<file path="src/rtl/controle_medicao_periodica.sv">
// ---------------------------------------------------------------------------
// controle_medicao_periodica
//
// Periodic measurement scheduler placed in front of an HC-SR04 interface.
// Every PERIODO cycles it resets the interface, fires a one-cycle `medir`,
// then waits for `pronto_interface` or its own timeout. Accepted distances
// feed a 4-sample moving average. Three consecutive failures raise
// `erro_sensor`.
//
// Ports
//   clock              system clock, rising edge
//   reset              synchronous, active-high
//   ligar              enables periodic measurement
//   pronto_interface   measurement-done strobe from the interface
//   distancia_in       distance from the interface, valid with pronto
//   reset_interface    interface reset (high in PARADO and LIMPA)
//   medir              one-cycle start pulse to the interface
//   distancia_media    registered 4-sample moving average
//   media_valida       one-cycle pulse when the average covers 4 samples
//   amostras_validas   level, high once 4 samples have been accepted
//   erro_sensor        level, high after 3 consecutive failures
//   db_estado          state code for debug displays
// ---------------------------------------------------------------------------
module controle_medicao_periodica #(
    parameter int PERIODO        = 12_500_000,
    parameter int TIMEOUT_MEDIDA = 3_000_000,
    parameter int DIST_W         = 12
) (
    input  logic              clock,
    input  logic              reset,
    input  logic              ligar,
    input  logic              pronto_interface,
    input  logic [DIST_W-1:0] distancia_in,
    output logic              reset_interface,
    output logic              medir,
    output logic [DIST_W-1:0] distancia_media,
    output logic              media_valida,
    output logic              amostras_validas,
    output logic              erro_sensor,
    output logic [3:0]        db_estado
);

    localparam int PER_W = $clog2(PERIODO + 1);
    localparam int TMO_W = $clog2(TIMEOUT_MEDIDA + 1);
    localparam int SOMA_W = DIST_W + 2;

    // State codes double as the debug display code.
    typedef enum logic [3:0] {
        PARADO         = 4'b0000,
        ESPERA_PERIODO = 4'b0001,
        LIMPA          = 4'b0010,
        DISPARA        = 4'b0011,
        AGUARDA        = 4'b0100,
        ACUMULA        = 4'b0101,
        MEDIA          = 4'b0110,
        FALHA          = 4'b0111
    } estado_t;

    estado_t estado_q, estado_d;

    logic [PER_W-1:0]              per_cnt_q, per_cnt_d;
    logic [TMO_W-1:0]              tmo_cnt_q, tmo_cnt_d;
    logic [DIST_W-1:0]             amostra_q, amostra_d;
    logic [3:0][DIST_W-1:0]        janela_q, janela_d;
    logic [SOMA_W-1:0]             soma_q, soma_d;
    logic [2:0]                    cont_q, cont_d;
    logic [1:0]                    falhas_q, falhas_d;
    logic                          erro_q, erro_d;
    logic [DIST_W-1:0]             media_q, media_d;

    logic fim_periodo;
    logic fim_timeout;
    logic acumula;

    // Each counter is held at zero outside its own state, so it is always
    // zero on entry. The terminal test uses N-1 so the state lasts exactly
    // N cycles.
    assign fim_periodo = (per_cnt_q == PER_W'(PERIODO - 1));
    assign fim_timeout = (tmo_cnt_q == TMO_W'(TIMEOUT_MEDIDA - 1));
    assign acumula     = (estado_q == ACUMULA);

    // ---------------------------------------------------------------- state
    always_ff @(posedge clock) begin
        if (reset) begin
            estado_q  <= PARADO;
            per_cnt_q <= '0;
            tmo_cnt_q <= '0;
            amostra_q <= '0;
            janela_q  <= '0;
            soma_q    <= '0;
            cont_q    <= '0;
            falhas_q  <= '0;
            erro_q    <= 1'b0;
            media_q   <= '0;
        end else begin
            estado_q  <= estado_d;
            per_cnt_q <= per_cnt_d;
            tmo_cnt_q <= tmo_cnt_d;
            amostra_q <= amostra_d;
            janela_q  <= janela_d;
            soma_q    <= soma_d;
            cont_q    <= cont_d;
            falhas_q  <= falhas_d;
            erro_q    <= erro_d;
            media_q   <= media_d;
        end
    end

    // ----------------------------------------------------------- next state
    always_comb begin
        estado_d = estado_q;
        case (estado_q)
            PARADO:         if (ligar) estado_d = ESPERA_PERIODO;
            ESPERA_PERIODO: begin
                if (!ligar)           estado_d = PARADO;
                else if (fim_periodo) estado_d = LIMPA;
            end
            LIMPA:          estado_d = DISPARA;
            DISPARA:        estado_d = AGUARDA;
            AGUARDA: begin
                // A reply on the last allowed cycle still counts as success.
                if (pronto_interface) estado_d = ACUMULA;
                else if (fim_timeout) estado_d = FALHA;
            end
            ACUMULA:        estado_d = MEDIA;
            MEDIA:          estado_d = ESPERA_PERIODO;
            FALHA:          estado_d = ESPERA_PERIODO;
            default:        estado_d = PARADO;
        endcase
    end

    // -------------------------------------------------------------- outputs
    always_comb begin
        reset_interface = 1'b0;
        medir           = 1'b0;
        db_estado       = 4'b1110;
        case (estado_q)
            PARADO:         begin reset_interface = 1'b1; db_estado = 4'b0000; end
            ESPERA_PERIODO: db_estado = 4'b0001;
            LIMPA:          begin reset_interface = 1'b1; db_estado = 4'b0010; end
            DISPARA:        begin medir = 1'b1; db_estado = 4'b0011; end
            AGUARDA:        db_estado = 4'b0100;
            ACUMULA:        db_estado = 4'b0101;
            MEDIA:          db_estado = 4'b0110;
            FALHA:          db_estado = 4'b0111;
            default:        db_estado = 4'b1110;
        endcase
    end

    assign media_valida     = (estado_q == MEDIA) && (cont_q == 3'd4);
    assign amostras_validas = (cont_q == 3'd4);
    assign erro_sensor      = erro_q;
    assign distancia_media  = media_q;

    // ------------------------------------------------------------- counters
    always_comb begin
        per_cnt_d = '0;
        tmo_cnt_d = '0;
        if (estado_q == ESPERA_PERIODO) per_cnt_d = per_cnt_q + PER_W'(1);
        if (estado_q == AGUARDA)        tmo_cnt_d = tmo_cnt_q + TMO_W'(1);
    end

    // ---------------------------------------------------- averaging window
    // Sample slot 0 takes the held reading; every other slot takes its
    // neighbour, so slot 3 always holds the oldest sample.
    genvar gi;
    generate
        for (gi = 0; gi < 4; gi++) begin : g_janela
            logic [DIST_W-1:0] entrada;
            if (gi == 0) begin : g_primeira
                assign entrada = amostra_q;
            end else begin : g_demais
                assign entrada = janela_q[gi-1];
            end
            assign janela_d[gi] = acumula ? entrada : janela_q[gi];
        end
    endgenerate

    always_comb begin
        amostra_d = amostra_q;
        soma_d    = soma_q;
        cont_d    = cont_q;
        falhas_d  = falhas_q;
        erro_d    = erro_q;
        media_d   = media_q;

        if ((estado_q == AGUARDA) && pronto_interface)
            amostra_d = distancia_in;

        if (acumula) begin
            // Running sum: add newest, drop oldest. Empty slots are zero,
            // so the early averages are naturally scaled by 1/4.
            soma_d   = soma_q + {2'b00, amostra_q} - {2'b00, janela_q[3]};
            cont_d   = (cont_q == 3'd4) ? cont_q : cont_q + 3'd1;
            falhas_d = 2'd0;
            erro_d   = 1'b0;
            // Loaded on the ACUMULA edge so the new average is already
            // visible during MEDIA, together with media_valida.
            media_d  = soma_d[SOMA_W-1:2];
        end

        if (estado_q == FALHA) begin
            falhas_d = (falhas_q == 2'd3) ? falhas_q : falhas_q + 2'd1;
            if (falhas_d == 2'd3) erro_d = 1'b1;
        end
    end

endmodule
</file>
<file path="config.mk">
export PLATFORM = sky130hd
export DESIGN_NAME = controle_medicao_periodica
export DESIGN_NICKNAME = d
export VERILOG_FILES = /design/src/rtl/controle_medicao_periodica.sv
export SDC_FILE = /design/constraint.sdc
export NUM_CORES = 1
export LEC_CHECK = 0
export CAP_MARGIN = 25
export CORE_MARGIN = 3
export CORE_UTILIZATION = 30
export DETAILED_ROUTE_END_ITERATION = 10
export PLACE_DENSITY = 0.57
export SLEW_MARGIN = 0
export SYNTH_ARGS = -nofsm -noshare
export SYNTH_HDL_FRONTEND = slang
export SYNTH_SLANG_ARGS = --single-unit
</file>
<file path="constraint.sdc">
create_clock -name clock -period 2.95 [get_ports clock]
set_input_delay 0.59 -clock clock [delete_from_list [all_inputs] [get_ports clock]]
set_output_delay 0.59 -clock clock [all_outputs]
set_load 0.01 [all_outputs]
</file>
==> results by group, run 1 <==
Clocking
  • Clk slew on worst S/H paths: 0.06 ns
  • Max clock buf depth: 2
  • Root buffer cell: clkbuf_16
  • CTS Hold Bufs: 0
  • CTS buffer count: 17
  • CTS tree: done
  • Worst-Skew Late Latency: 0.41 ns
  • CTS sink count: 129
  • Htree depth: 4

Synth
  • Yosys warnings: 0
  • Post-synthesis cell count: 771
  • Syn nets: 817
  • Seq/Total Area, Yosys: 0.419
  • Distinct cells, synth: 50
  • Syn avg cell area: 7.99 um2
  • Post-synth EDFFs: 0
  • Synth Flop Type: dfxtp_1
  • Mapped Area: 6160 um2
  • Register bit total from synthesis: 129
  • Post-synthesis async set-or-reset flop share: 0

STA
  • Pins Over Slew Limit: 0
  • Final Critical Period: 2.74 ns
  • Worst-Margin Slew: 0.589 ns
  • Final WS setup: 0.206 ns
  • Total negative setup slack: 0 ns
  • Fin. Hold Viols: 0
  • Final setup fails: 0
  • Layout Skew: 0.00797 ns
  • Max-slew headroom: 0.606
  • Fin crit share: 0.930
  • Fmax: 364 MHz
  • Fin Hold WS: 0.446 ns
  • RSZ-0062 raised after global routing: no

Global route
  • Gr usage total: 0.119
  • GR Overflow Total: 0
  • Initial antenna violation count: 0
  • Number of global-route vias before repair: 4351
  • First-pass GRT wire length: 21600 um
  • Largest net degree at the start of global routing: 60

Worst setup path
  • R2R Path End: soma_q[12]
  • WP data arrival: 3.05 ns
  • Setup crit start kind: flip-flop
  • R2R Setup Slk: 0.21 ns
  • Worst reg2reg startpoint: amostra_q[1]
  • Crit end category: flip-flop
  • CP max FO: 3
  • Cell depth of the worst flop-to-flop path: 10
  • CP required: 3.26 ns
  • Setup CP Type: reg -> reg

Worst hold path
  • Hold Crit Start: g_janela[3].entrada[7]
  • Worst Hold End: janela_q[43]
  • HP Class: reg -> reg
  • Depth of the worst hold-timing path: 2

Die
  • Die footprint: 22300 um2
  • # rows: 51
  • Die X: 149 um
  • Core area: 19800 um2
  • Initial Utilization: 0.311
  • # IOs: 37
  • Die Ht: 149 um

Status
  • Status: complete, no violations

Detailed routing
  • DR pass1 iterations: 4
  • WL final: 12600 um
  • Antenna viol nets, final: 0
  • DRC: 0
  • DR vias/cell: 4.51
  • Via count: 4758
  • Wire length per cell: 12.0 um
  • Iter 0 DRT Violations: 202

Place
  • Global placer's final weighted congestion: 0.819
  • Placement Setup Slack: 0.186 ns
  • I/O Buffers: 35
  • Dpl hpwl: 8650 um

Finish
  • Ant. Diodes: 0
  • Layout Nets: 824
  • Layout cells sized above 1: 0.0607
  • Area Overhead vs Synth: 17.7%

Power
  • Max IR drop VDD: 0.000482 V
  • Power density over the cells: 586 nW/um2
  • Leakage: 0.00258 uW

Flow run
  • Max-cap violations: 0
## per-layer routing
| metal | track usage | part of all wire | vias to the layer above |
|---|---|---|---|
| met3 | 0.0368 | 0.047 | 18 |
| met1 | 0.173 | 0.52 | 2136 |
| li1 | - | - | 2524 |
| met2 | 0.169 | 0.41 | 80 |
| met4 | 0.0398 | 0.016 | 0 |
| met5 | 0 | 0 | - |
## how the worst max path moves through the flow
stage | startpoint | end | slack [ns] | cells past startpoint
floorplan | amostra_q[1] | soma_q[12] | 0.35 | 10
global placement | amostra_q[1] | soma_q[12] | 0.19 | 10
detailed placement | amostra_q[1] | soma_q[12] | 0.19 | 10
CTS | amostra_q[1] | soma_q[12] | 0.15 | 10
global route | amostra_q[1] | soma_q[12] | 0.01 | 10
finish | amostra_q[1] | soma_q[12] | 0.21 | 10
## cell usage after synthesis, drive strengths merged (2+ instances only)
cell    instances  area, um2
a41oi           3       26.3
buf            30        186
nor2b           3       18.8
xor2           34        298
and2            4       25.0
nor4            3       18.8
fa             12        240
or3             2       12.5
ha             18        225
nand3b          2       15.0
a31oi           3       18.8
a31o            2       17.5
nor2           73        274
o21ai          11       55.1
nand2         160        601
clkbuf         24       90.1
and4b           2       20.0
and4            8       75.1
a22o            2       17.5
nor4b           2       17.5
o31ai           3       22.5
dfxtp         129       2580
nand3          20        100
inv            60        225
and3            5       32.5
o21bai          2       15.0
a21oi          88        440
a211o           2       17.5
a21o            4       30.0
nand2b          3       18.8
nand4          15        109
a211oi          4       30.0
xnor2          17        149
nor3           11       55.1
## kinds of logic (layout without fill, tap and decap cells)
family / after synthesis / in the layout / synth area share
buffers and inverters: 114 / 134 / 0.0815
DFF: 129 / 129 / 0.419
AOI/OAI and AO/OA: 128 / 128 / 0.117
xor gates and xnor gates: 51 / 51 / 0.0725
and+or+nand+nor: 317 / 317 / 0.231
adders and majority gates: 30 / 30 / 0.0756
muxes: 1 / 1 / 0.00183
other: 1 / 1 / 0.000609
## cells in the final DEF (no fill, tap or decap), types with 3 or more instances in the layout
cell and n:
nand2_1 160, dfxtp_1 129, a21oi_1 88, nor2_1 72, inv_1 60, xor2_1 34
clkdlybuf4s50_1 34, nand3_1 19, ha_1 18, xnor2_1 17, clkbuf_16 17, nand4_1 14
fa_1 12, nor3_1 11, o21ai_0 11, and4_1 6, buf_4 5, a21o_1 4
and3_1 4, and2_1 4, clkbuf_8 4, a31oi_1 3, a211oi_1 3, o31ai_1 3
nand2b_1 3, nor2b_1 3, nor4_1 3, a41oi_1 3, clkbuf_1 3
## repair_timing
action | CTS | global route
setup endpoints to repair | 0 | 1
buffers inserted | 0 | 0
resized for setup | 0 | 1
## cell type report
cell class	instances	area, um2
Clock inverter	8	103
Inverter	60	225
Clock buffer	24	492
Sequential cell	129	2580
Multi-Input combinational cell	528	3090
Fill cell	2069	12500
Tap cell	265	332
Timing Repair Buffer	42	423
## worst max-delay path, stage by stage, from the launching register on
cell      delay (ns)
dfxtp_1         0.34
inv_1           0.07
fa_1            0.53
inv_1           0.07
fa_1            0.50
a211oi_2        0.29
nor2_1          0.10
o21ai_0         0.26
o21ai_0         0.14
xor2_1          0.15
a22o_1          0.19
## metrics by stage
step	util	area [um2]	cells	total power [uW]
after CTS	0.366	7240	1056	4290
after floorplan	-	6160	771	2080
final	0.366	7250	1056	4250
after detailed placement	0.336	6650	1024	2180
after global placement	0.336	6650	1024	2180
after global routing	0.366	7250	1056	4420
## registers in the layout (all words and copies together) (netlist names)
signal and cells:
per_cnt_q 24, estado_q 3, erro_sensor 1, g_janela.entrada 36, cont_q 3, falhas_q 2
tmo_cnt_q 22, amostra_q 12, soma_q 14, janela_q 12
## power breakdown
group,switching (uW),internal [uW]
Sequential,50.6,1760
Clock,774,1330
Combinational,181,142
Total,1010,3240
Power figures use the tool's default switching activity.
==> inputs of run 2 (changes only) <==
--- a/config.mk
+++ b/config.mk
@@ -7,8 +7,10 @@
 export LEC_CHECK = 0
 export CAP_MARGIN = 25
+export CORE_ASPECT_RATIO = 0.6
 export CORE_MARGIN = 3
 export CORE_UTILIZATION = 30
 export DETAILED_ROUTE_END_ITERATION = 10
-export PLACE_DENSITY = 0.57
+export DONT_BUFFER_PORTS = 1
+export PLACE_DENSITY = 0.55
 export SLEW_MARGIN = 0
 export SYNTH_ARGS = -nofsm -noshare
==> constraint.sdc (replaced) <==
create_clock -name clock -period 2.95 [get_ports clock]
set_input_delay 0.4425 -clock clock [delete_from_list [all_inputs] [get_ports clock]]
set_output_delay 0.4425 -clock clock [all_outputs]
set_load 0.01 [all_outputs]
==> run 2 against run 1 <==
Clock-buffer cell count fell by 7. Critical path type unchanged. Routed wire length rose by 9.4%. Hold slack got worse by 0.35 ns. Via count fell by 2.1%.
==> results by group, run 2 (same netlist as run 1, synthesis figures left out) <==
Status
  • Status: complete, no violations

Finish
  • Most common cell after layout, fill and taps aside: nand2_1
  • Fin util: 0.358 (-0.00827)
  • Layout cells sized above 1: 0.0710 (+0.0103)
  • Most frequent cells in the layout: nand2_1, dfxtp_1, a21oi_1
  • Ant. Diodes: 0 (unchanged)
  • Final Non-Filler Cells: 1027 (-2.7%)
  • Max reg flops: 36 (unchanged)
  • Layout Nets: 794 (-3.6%)
  • Area Overhead vs Synth: 13.8%

Die
  • # IOs: 37 (unchanged)
  • Die Ht: 117 um (-22%)
  • Core area: 19600 um2 (-1.1%)
  • # rows: 39 (-24%)
  • Initial Utilization: 0.315 (+0.00340)
  • Die X: 191 um (+28%)
  • Die footprint: 22300 um2 (+0.26%)

STA
  • Fin crit share: 0.928 (-0.00227)
  • Final Critical Period: 2.74 ns (-0.00670 ns)
  • Fin. Hold Viols: 0 (unchanged)
  • Final setup fails: 0 (unchanged)
  • Fmax: 365 MHz (+0.24%)
  • Layout Skew: 0.0102 ns (+0.00219 ns)
  • RSZ-0062 raised after global routing: no
  • Pins Over Slew Limit: 0 (unchanged)
  • Max-slew headroom: 0.578 (-0.0284)
  • Total negative setup slack: 0 ns (unchanged)
  • Worst-Margin Slew: 0.631 ns (+0.0425 ns)

Global route
  • GR Overflow Total: 0 (unchanged)
  • Initial antenna violation count: 0 (unchanged)
  • First-pass GRT wire length: 22800 um (+5.6%)
  • Largest net degree at the start of global routing: 91 (+52%)
  • Gr usage total: 0.132 (+0.0121)
  • Number of global-route vias before repair: 4180 (-3.9%)

Place
  • I/O Buffers: 0 (-100%)
  • Dpl hpwl: 9600 um (+11%)
  • Placed Cells: 995 (-2.8%)
  • Global placer's final weighted congestion: 0.816 (-0.32%)

Clocking
  • Htree depth: 4 (unchanged)
  • Root buffer cell: clkbuf_16
  • CTS tree: done
  • CTS buffer count: 17 (unchanged)
  • # Post-CTS Setup Buffers: 0 (unchanged)
  • Clk slew on worst S/H paths: 0.06 ns (about the same)
  • CTS Hold Bufs: 0 (unchanged)
  • Worst-Skew Late Latency: 0.42 ns (about the same)
  • Max clock buf depth: 2 (unchanged)
  • CTS sink count: 129 (unchanged)

Worst setup path
  • Setup crit start kind: flip-flop
  • Cells along the critical path: inv_1 > fa_1 > inv_1 > fa_1 > a211oi_1 > nor2_1 > o21ai_1 > o21ai_0 > xor2_1 > a22o_1
  • Setup CP Type: reg -> reg
  • CP Buf/Inv Count: 2 (unchanged)
  • WP data arrival: 3.05 ns (about the same)
  • Crit end category: flip-flop
  • Slowest Stage Delay on Critical Path: 0.52 ns (about the same)
  • Critical Path Slowest Stage Cell: fa_1
  • CP max FO: 3 (unchanged)
  • Worst reg2reg startpoint: amostra_q[1]
  • Crit path max-delay family: adder cells
  • Critical path launch point: amostra_q[1]
  • CP required: 3.27 ns (about the same)

Power
  • Power density over the cells: 640 nW/um2 (+9.2%)
  • Leakage: 0.00251 uW (-2.8%)
  • Total power draw: 4480 uW (+5.6%)
  • Max IR drop VDD: 0.000358 V (-26%)

Detailed routing
  • Met3 wire len: 717 um (+22%)
  • DR vias/cell: 4.54 (+0.66%)
  • Wire length on met2: 4820 um (-8.0%)
  • Wire length per cell: 13.5 um (+13%)
  • WL final: 13800 um (+9.4%)
  • Antenna viol nets, final: 0 (unchanged)
  • M1 WL: 8220 um (+24%)
  • Iter 0 DRT Violations: 379 (+88%)
  • Highest routed layer: met4
  • DR pass1 iterations: 4 (unchanged)
  • DRC: 0 (unchanged)
  • Via count: 4658 (-2.1%)

Worst hold path
  • HP Class: in -> reg
  • Hold Crit Start: reset

Flow run
  • Max-cap violations: 0 (unchanged)
## run 2: changes by cell type in the layout (fill, tap and decap cells not counted), sizes merged
cell,change
clkinv,-1
bufinv,+4
clkbuf,-7
inv,+4
buf,+4
clkdlybuf4s50,-34
## run 2: stage by stage
step	instance area, um2	worst slack, ns	hold WS (ns)
3_3_place_gp	6330	0.177	0.432
4_1_cts	7010	0.130	0.0916
3_5_place_dp	6330	0.147	0.433
2_1_floorplan	6160	0.347	0.418
6_report	7010	0.213	0.0971
5_1_grt	7010	0.0418	0.0809
## run 2: layer usage
layer | GRT usage | vias up
met5 | 0 | -
met4 | 0.0440 | 0
met3 | 0.0396 | 4
met2 | 0.151 | 87
met1 | 0.217 | 2090
li1 | - | 2477
## run 2: worst paths after layout
| kind | endpoint | slack [ns] | depth (start not counted) |
|---|---|---|---|
| worst max-delay path | soma_q[12] | 0.21 | 10 |
| worst min-delay path | g_janela[2].entrada[4] | 0.1 | 1 |
| worst max register to register | soma_q[12] | 0.21 | 10 |
| worst min register to register | g_janela[3].entrada[7] | 0.44 | 2 |
## run 2: cell type report
| class | instances | area (um2) |
|---|---|---|
| Fill cell | 2008 | 12600 |
| Clock inverter | 15 | 253 |
| Sequential cell | 129 | 2580 |
| Tap cell | 266 | 333 |
| Multi-Input combinational cell | 528 | 3090 |
| Clock buffer | 17 | 425 |
| Timing Repair Buffer | 12 | 103 |
| Inverter | 60 | 225 |
## run 2: what timing repair did
action                     in CTS  in global routing
hold endpoints to repair        0                  0
gates resized for setup         0                  1
setup endpoints to repair       0                  1
## run 2: where the power goes
part | leakage [uW] | switching, uW | internal (uW)
Sequential | 0.00104 | 58.4 | 1760
Combinational | 0.00114 | 143 | 91.5
Clock | 0.000325 | 830 | 1600
==> inputs of run 3 (changes only) <==
- SLEW_MARGIN: 0 -> default
==> results of run 3 <==
The final DEF is identical to that of run 2; final timing and power are the same.
